--- config.mk ---
export PLATFORM = sky130hd
export DESIGN_NAME = flags_stack
export DESIGN_NICKNAME = d
export VERILOG_FILES = /design/src/rtl/flags_stack.sv
export SDC_FILE = /design/constraint.sdc
export NUM_CORES = 1
export LEC_CHECK = 0
export ABC_AREA = 1
export CORE_ASPECT_RATIO = 1.4
export CORE_MARGIN = 2
export CORE_UTILIZATION = 37
export CTS_CLUSTER_SIZE = 28
export DETAILED_ROUTE_END_ITERATION = 8
export GPL_TIMING_DRIVEN = 0
export HOLD_SLACK_MARGIN = 0.03
export PLACE_DENSITY = 0.67
export REMOVE_ABC_BUFFERS = 1
export SETUP_SLACK_MARGIN = 0.02
export SYNTH_ARGS = -nofsm -noshare
export SYNTH_HDL_FRONTEND = slang
export SYNTH_SLANG_ARGS = --single-unit
--- constraint.sdc ---
create_clock -name CLK -period 1.7 [get_ports CLK]
set_input_delay 0.17 -clock CLK [delete_from_list [all_inputs] [get_ports CLK]]
set_output_delay 0.17 -clock CLK [all_outputs]
set_load 0.05 [all_outputs]
--- src/rtl/flags_stack.sv ---
// ----------------------------------------------------------------------------
// flags_stack
//
// Live CPU flags word (for WIDTH=4: [3]=CF, [2]=OF, [1]=NF, [0]=ZF) with
// per-bit masked writes, plus a LIFO save/restore stack of flag words used on
// interrupt entry/return and nested calls.
//
// Ports:
//   CLK        in   system clock, rising edge
//   RESET      in   asynchronous active-low reset
//   FLAGS      in   new flag values from the ALU
//   FWE        in   flag write enable
//   MASK       in   per-bit write mask (1 = bit updated when FWE=1)
//   PUSH       in   save live word onto the stack
//   POP        in   restore live word from top of stack
//   CLR_ERR    in   clear sticky error bits
//   FLAGS_OUT  out  live flags word (registered)
//   SP         out  occupied stack entries, 0..DEPTH
//   FULL       out  SP == DEPTH
//   EMPTY      out  SP == 0
//   OVF_ERR    out  sticky: PUSH attempted while full
//   UNF_ERR    out  sticky: POP attempted while empty
// ----------------------------------------------------------------------------
module flags_stack #(
  parameter int WIDTH = 4,
  parameter int DEPTH = 4,
  parameter int SPW   = $clog2(DEPTH + 1)
) (
  input  logic             CLK,
  input  logic             RESET,
  input  logic [WIDTH-1:0] FLAGS,
  input  logic             FWE,
  input  logic [WIDTH-1:0] MASK,
  input  logic             PUSH,
  input  logic             POP,
  input  logic             CLR_ERR,
  output logic [WIDTH-1:0] FLAGS_OUT,
  output logic [SPW-1:0]   SP,
  output logic             FULL,
  output logic             EMPTY,
  output logic             OVF_ERR,
  output logic             UNF_ERR
);

  logic [WIDTH-1:0] flags_q, flags_d;
  logic [SPW-1:0]   sp_q, sp_d;
  logic             ovf_q, ovf_d;
  logic             unf_q, unf_d;
  logic [WIDTH-1:0] stack_q [DEPTH];
  logic [WIDTH-1:0] stack_d [DEPTH];

  logic             full, empty;
  logic             do_push, do_pop;
  logic [SPW-1:0]   top_idx;
  logic [WIDTH-1:0] top_word;

  assign full  = (sp_q == SPW'(DEPTH));
  assign empty = (sp_q == '0);

  // PUSH and POP together cancel: no stack operation and no error.
  assign do_push = PUSH && !POP && !full;
  assign do_pop  = POP && !PUSH && !empty;
  assign top_idx = sp_q - SPW'(1);

  // Top-of-stack read done by comparison so the SP width need not match the
  // array index width (DEPTH is not required to be a power of two).
  always_comb begin
    // NOTE: every combinational output gets a default first so no path leaves
    // it unassigned; otherwise a latch is inferred.
    top_word = '0;
    for (int i = 0; i < DEPTH; i++) begin
      if (SPW'(i) == top_idx) top_word = stack_q[i];
    end
  end

  always_comb begin
    flags_d = flags_q;
    sp_d    = sp_q;
    stack_d = stack_q;

    // A pop restores the saved word and overrides any same-cycle write.
    if (do_pop) begin
      flags_d = top_word;
      sp_d    = sp_q - SPW'(1);
    end else if (FWE) begin
      flags_d = (flags_q & ~MASK) | (FLAGS & MASK);
    end

    // The pushed value is the pre-edge live word, not the one being written.
    if (do_push) begin
      sp_d = sp_q + SPW'(1);
      for (int i = 0; i < DEPTH; i++) begin
        if (SPW'(i) == sp_q) stack_d[i] = flags_q;
      end
    end

    // Set wins over clear so an error coinciding with CLR_ERR is not lost.
    ovf_d = (ovf_q && !CLR_ERR) || (PUSH && !POP && full);
    unf_d = (unf_q && !CLR_ERR) || (POP && !PUSH && empty);
  end

  always_ff @(posedge CLK or negedge RESET) begin
    if (!RESET) begin
      flags_q <= '0;
      sp_q    <= '0;
      ovf_q   <= 1'b0;
      unf_q   <= 1'b0;
      // NOTE: the stack storage is reset too, so no unreset entry can ever be
      // restored onto FLAGS_OUT; this costs reset fanout but removes X sources.
      for (int i = 0; i < DEPTH; i++) stack_q[i] <= '0;
    end else begin
      // NOTE: non-blocking assignments for all state so every flop samples
      // the pre-edge values regardless of statement order.
      flags_q <= flags_d;
      sp_q    <= sp_d;
      ovf_q   <= ovf_d;
      unf_q   <= unf_d;
      stack_q <= stack_d;
    end
  end

  assign FLAGS_OUT = flags_q;
  assign SP        = sp_q;
  assign FULL      = full;
  assign EMPTY     = empty;
  assign OVF_ERR   = ovf_q;
  assign UNF_ERR   = unf_q;

endmodule

==> run_results.csv <==
group,metric,value,unit
outcome,status,"complete, no violations",
yosys,synth_cell_types,18,
global_routing,grt_max_degree,26,
final_layout,diodes,0,
sta,setup_viol,0,
global_routing,grt_pass1_wl,5.04,mm
detailed_routing,ant_nets,0,
yosys,synth_area,1390,um2
setup_path,path_cells,"clkdlybuf4s50_1",
detailed_routing,routed_via_density,4.76,
setup_path,cpPeakStageDelay,0.81,ns
final_layout,finish.net_count,226,
global_routing,grt_pass1_vias,1089,
clock_network,path_clk_slew,0.09,ns
yosys,synth_warnings,0,
global_routing,use_met1,0.195,
setup_path,path_class,"flop to output pin",
sta,hold_ws,0.483,ns
power_and_ir_drop,p_seq_frac,0.315,
power_and_ir_drop,p_leak,0.000900,uW
power_and_ir_drop,p_int,1730,uW
placed_design,place_congestion,0.784,
clock_network,clk_latency,0.27,ns
yosys,synth_cells,171,
placed_design,dp_hpwl,2.22,mm
detailed_routing,drt_first_pass_iters,4,
setup_path,required,1.53,ns
clock_network,tritoncts,"built",
yosys,ys_seq_elements,25,
clock_network,cts_hold_buf,0,
global_routing,use_met3,0.0153,
placed_design,io_buffers,24,
sta,finClkSkew,0.00211,ns
job,cap_viol_max_count,0,
floorplanning,core_area,3610,um2
global_routing,grt.overflow.total,0,
sta,tightestPinTransition,1.11,ns
global_routing,antenna_found_initial,0,
detailed_routing,drc,0,
power_and_ir_drop,sw_frac_of_total,0.486,
setup_path,path_max_fanout,2,
clock_network,numCtsBuffers,3,
setup_path,cp-start-kind,"flop",
clock_network,cts_root_buf,"clkbuf_8",
floorplanning,initial_core_util,0.385,
floorplanning,die_w,55.8,um
final_layout,syn_to_final_growth,27.7,%
sta,fmax,619,MHz
setup_path,reg2reg_from,"SP[1]$_DFFE_PN0P_",
setup_path,slowest_stage,"clkdlybuf4s50_1",
power_and_ir_drop,peakVddDrop,0.000898,V
floorplanning,core.rowCount,26,
floorplanning,dieArea,4270,um2
setup_path,r2r_cells,9,
floorplanning,die-height,76.5,um
setup_path,crit_buf_inv,1,
yosys,yosysSeqAreaShare,0.450,
final_layout,drive_above_1_share,0.143,
global_routing,busiest_layer,"met2",
sta,rsz0062_at_grt,"no",
clock_network,cts_num_sinks,25,
power_and_ir_drop,total_power,3370,uW
global_routing,grt_usage,0.151,
power_and_ir_drop,netSwitchingPower,1640,uW
sta,hold_violations,0,
clock_network,cts_max_path_buffers,2,
setup_path,arrival,1.45,ns
detailed_routing,wl_per_cell,12.3,um
setup_path,reg2reg_slack,0.12,ns
detailed_routing,drt-total-wl,3.02,mm
global_routing,use_met2,0.248,
detailed_routing,first_iter_violations,39,
sta,period_needed,1.62,ns
clock_network,htree_levels,1,
sta,drv_slew,0,
detailed_routing,vias,1167,
floorplanning,num_io_pins,25,
power_and_ir_drop,clkPwrFrac,0.109,
setup_path,crit_family,"buffers and inverters",
power_and_ir_drop,comb_power_share,0.576,
sta,relSlewSlack,0.259,
power_and_ir_drop,p_per_area,1900,nW/um2
setup_path,end_kind,"output pin",
yosys,syn_avg_cell_area,8.12,um2
hold_path,hold_path.class,"input port to asynchronous set/reset pin",
sta,finalCritPeriodShare,0.951,
## how the worst max path moves through the flow
stage,to,depth (start not counted)
after floorplan,stack_q[12]$_DFFE_PN0P_,7
final,FLAGS_OUT[3],1
after CTS,EMPTY,5
after detailed placement,EMPTY,5
after global routing,flop,8
after global placement,EMPTY,5
## kinds of logic (layout without fill, tap and decap cells)
kind of cell	after synthesis	after routing	synth area share
AOI/OAI and AO/OA	32	32	0.134
DFF	25	25	0.450
buffers and inverters	34	66	0.100
and+or+nand+nor	71	71	0.237
xor gates and xnor gates	1	1	0.00631
adders and majority gates	8	8	0.0721
## cell usage after synthesis
master | number | area (um2)
ha_1 | 8 | 100
buf_8 | 1 | 15.0
nor2_4 | 1 | 11.3
xor2_1 | 1 | 8.76
nand2_4 | 1 | 11.3
a21oi_2 | 4 | 35.0
o221ai_1 | 2 | 17.5
inv_2 | 1 | 3.75
o32ai_1 | 1 | 8.76
dfrtp_1 | 25 | 626
inv_1 | 32 | 120
o21ai_0 | 21 | 105
nand3_2 | 3 | 30.0
nand2_2 | 1 | 6.26
nor2_1 | 1 | 3.75
a21oi_1 | 4 | 20.0
nand2_1 | 43 | 161
nand3_1 | 21 | 105
## metrics by stage
stage          cells  instance area, um2  TNS, ns  worst slack (ns)   util
5_1_grt          245                1770        0            0.0185  0.491
3_5_place_dp     236                1670    -1.14            -0.445  0.462
4_1_cts          240                1720        0            0.0362  0.476
6_report         245                1770        0            0.0837  0.491
3_3_place_gp     236                1670   -0.987            -0.431  0.462
2_1_floorplan    170                1370    -2.28            -0.301      -
## metal layers
metal / up-vias / share of wire
met5: - / 0
met4: 0 / 0.021
met3: 5 / 0.010
met2: 7 / 0.52
met1: 545 / 0.45
li1: 610 / -
## layout by cell type (no fill, tap or decap)
| cell type | count |
|---|---|
| clkbuf_8 | 3 |
| nand2_1 | 42 |
| o221ai_1 | 2 |
| nand3_1 | 21 |
| inv_1 | 30 |
| o21ai_0 | 21 |
| a21oi_2 | 4 |
| o32ai_1 | 1 |
| buf_4 | 7 |
| dlygate4sd2_1 | 3 |
| xor2_1 | 1 |
| clkdlybuf4s50_1 | 19 |
| nor2_4 | 1 |
| nor2_2 | 1 |
| dfrtp_2 | 2 |
| nand2_8 | 1 |
| nand2_2 | 2 |
| ha_1 | 7 |
| dfrtp_1 | 23 |
| a21oi_1 | 4 |
| inv_2 | 3 |
| ha_4 | 1 |
| nand3_2 | 3 |
| clkinvlp_4 | 1 |
## timing repair
item,in CTS,in global routing
setup buffers,0,5
pin swaps,0,1
gates resized for setup,18,6
setup endpoints to repair,15,12
## power by group through the flow
| stage | combinational, uW | clock (uW) | sequential (uW) |
|---|---|---|---|
| after floorplan | 954 | 0 | 1350 |
| after global routing | 2140 | 412 | 1100 |
| after global placement | 1730 | 0 | 1070 |
| after detailed placement | 1760 | 0 | 1070 |
| after CTS | 1770 | 378 | 1070 |
| final | 1940 | 368 | 1060 |
## final cells by class
| class | instances | area (um2) |
|---|---|---|
| sequential | 25 | 628 |
| inverter | 33 | 124 |
| clock buffer | 3 | 41.3 |
| fill | 345 | 1840 |
| tap | 42 | 52.6 |
| clock inverter | 1 | 7.51 |
| multi-input combinational | 112 | 651 |
| timing repair buffer | 29 | 269 |
Note: power is estimated with default switching activity, not from simulation.
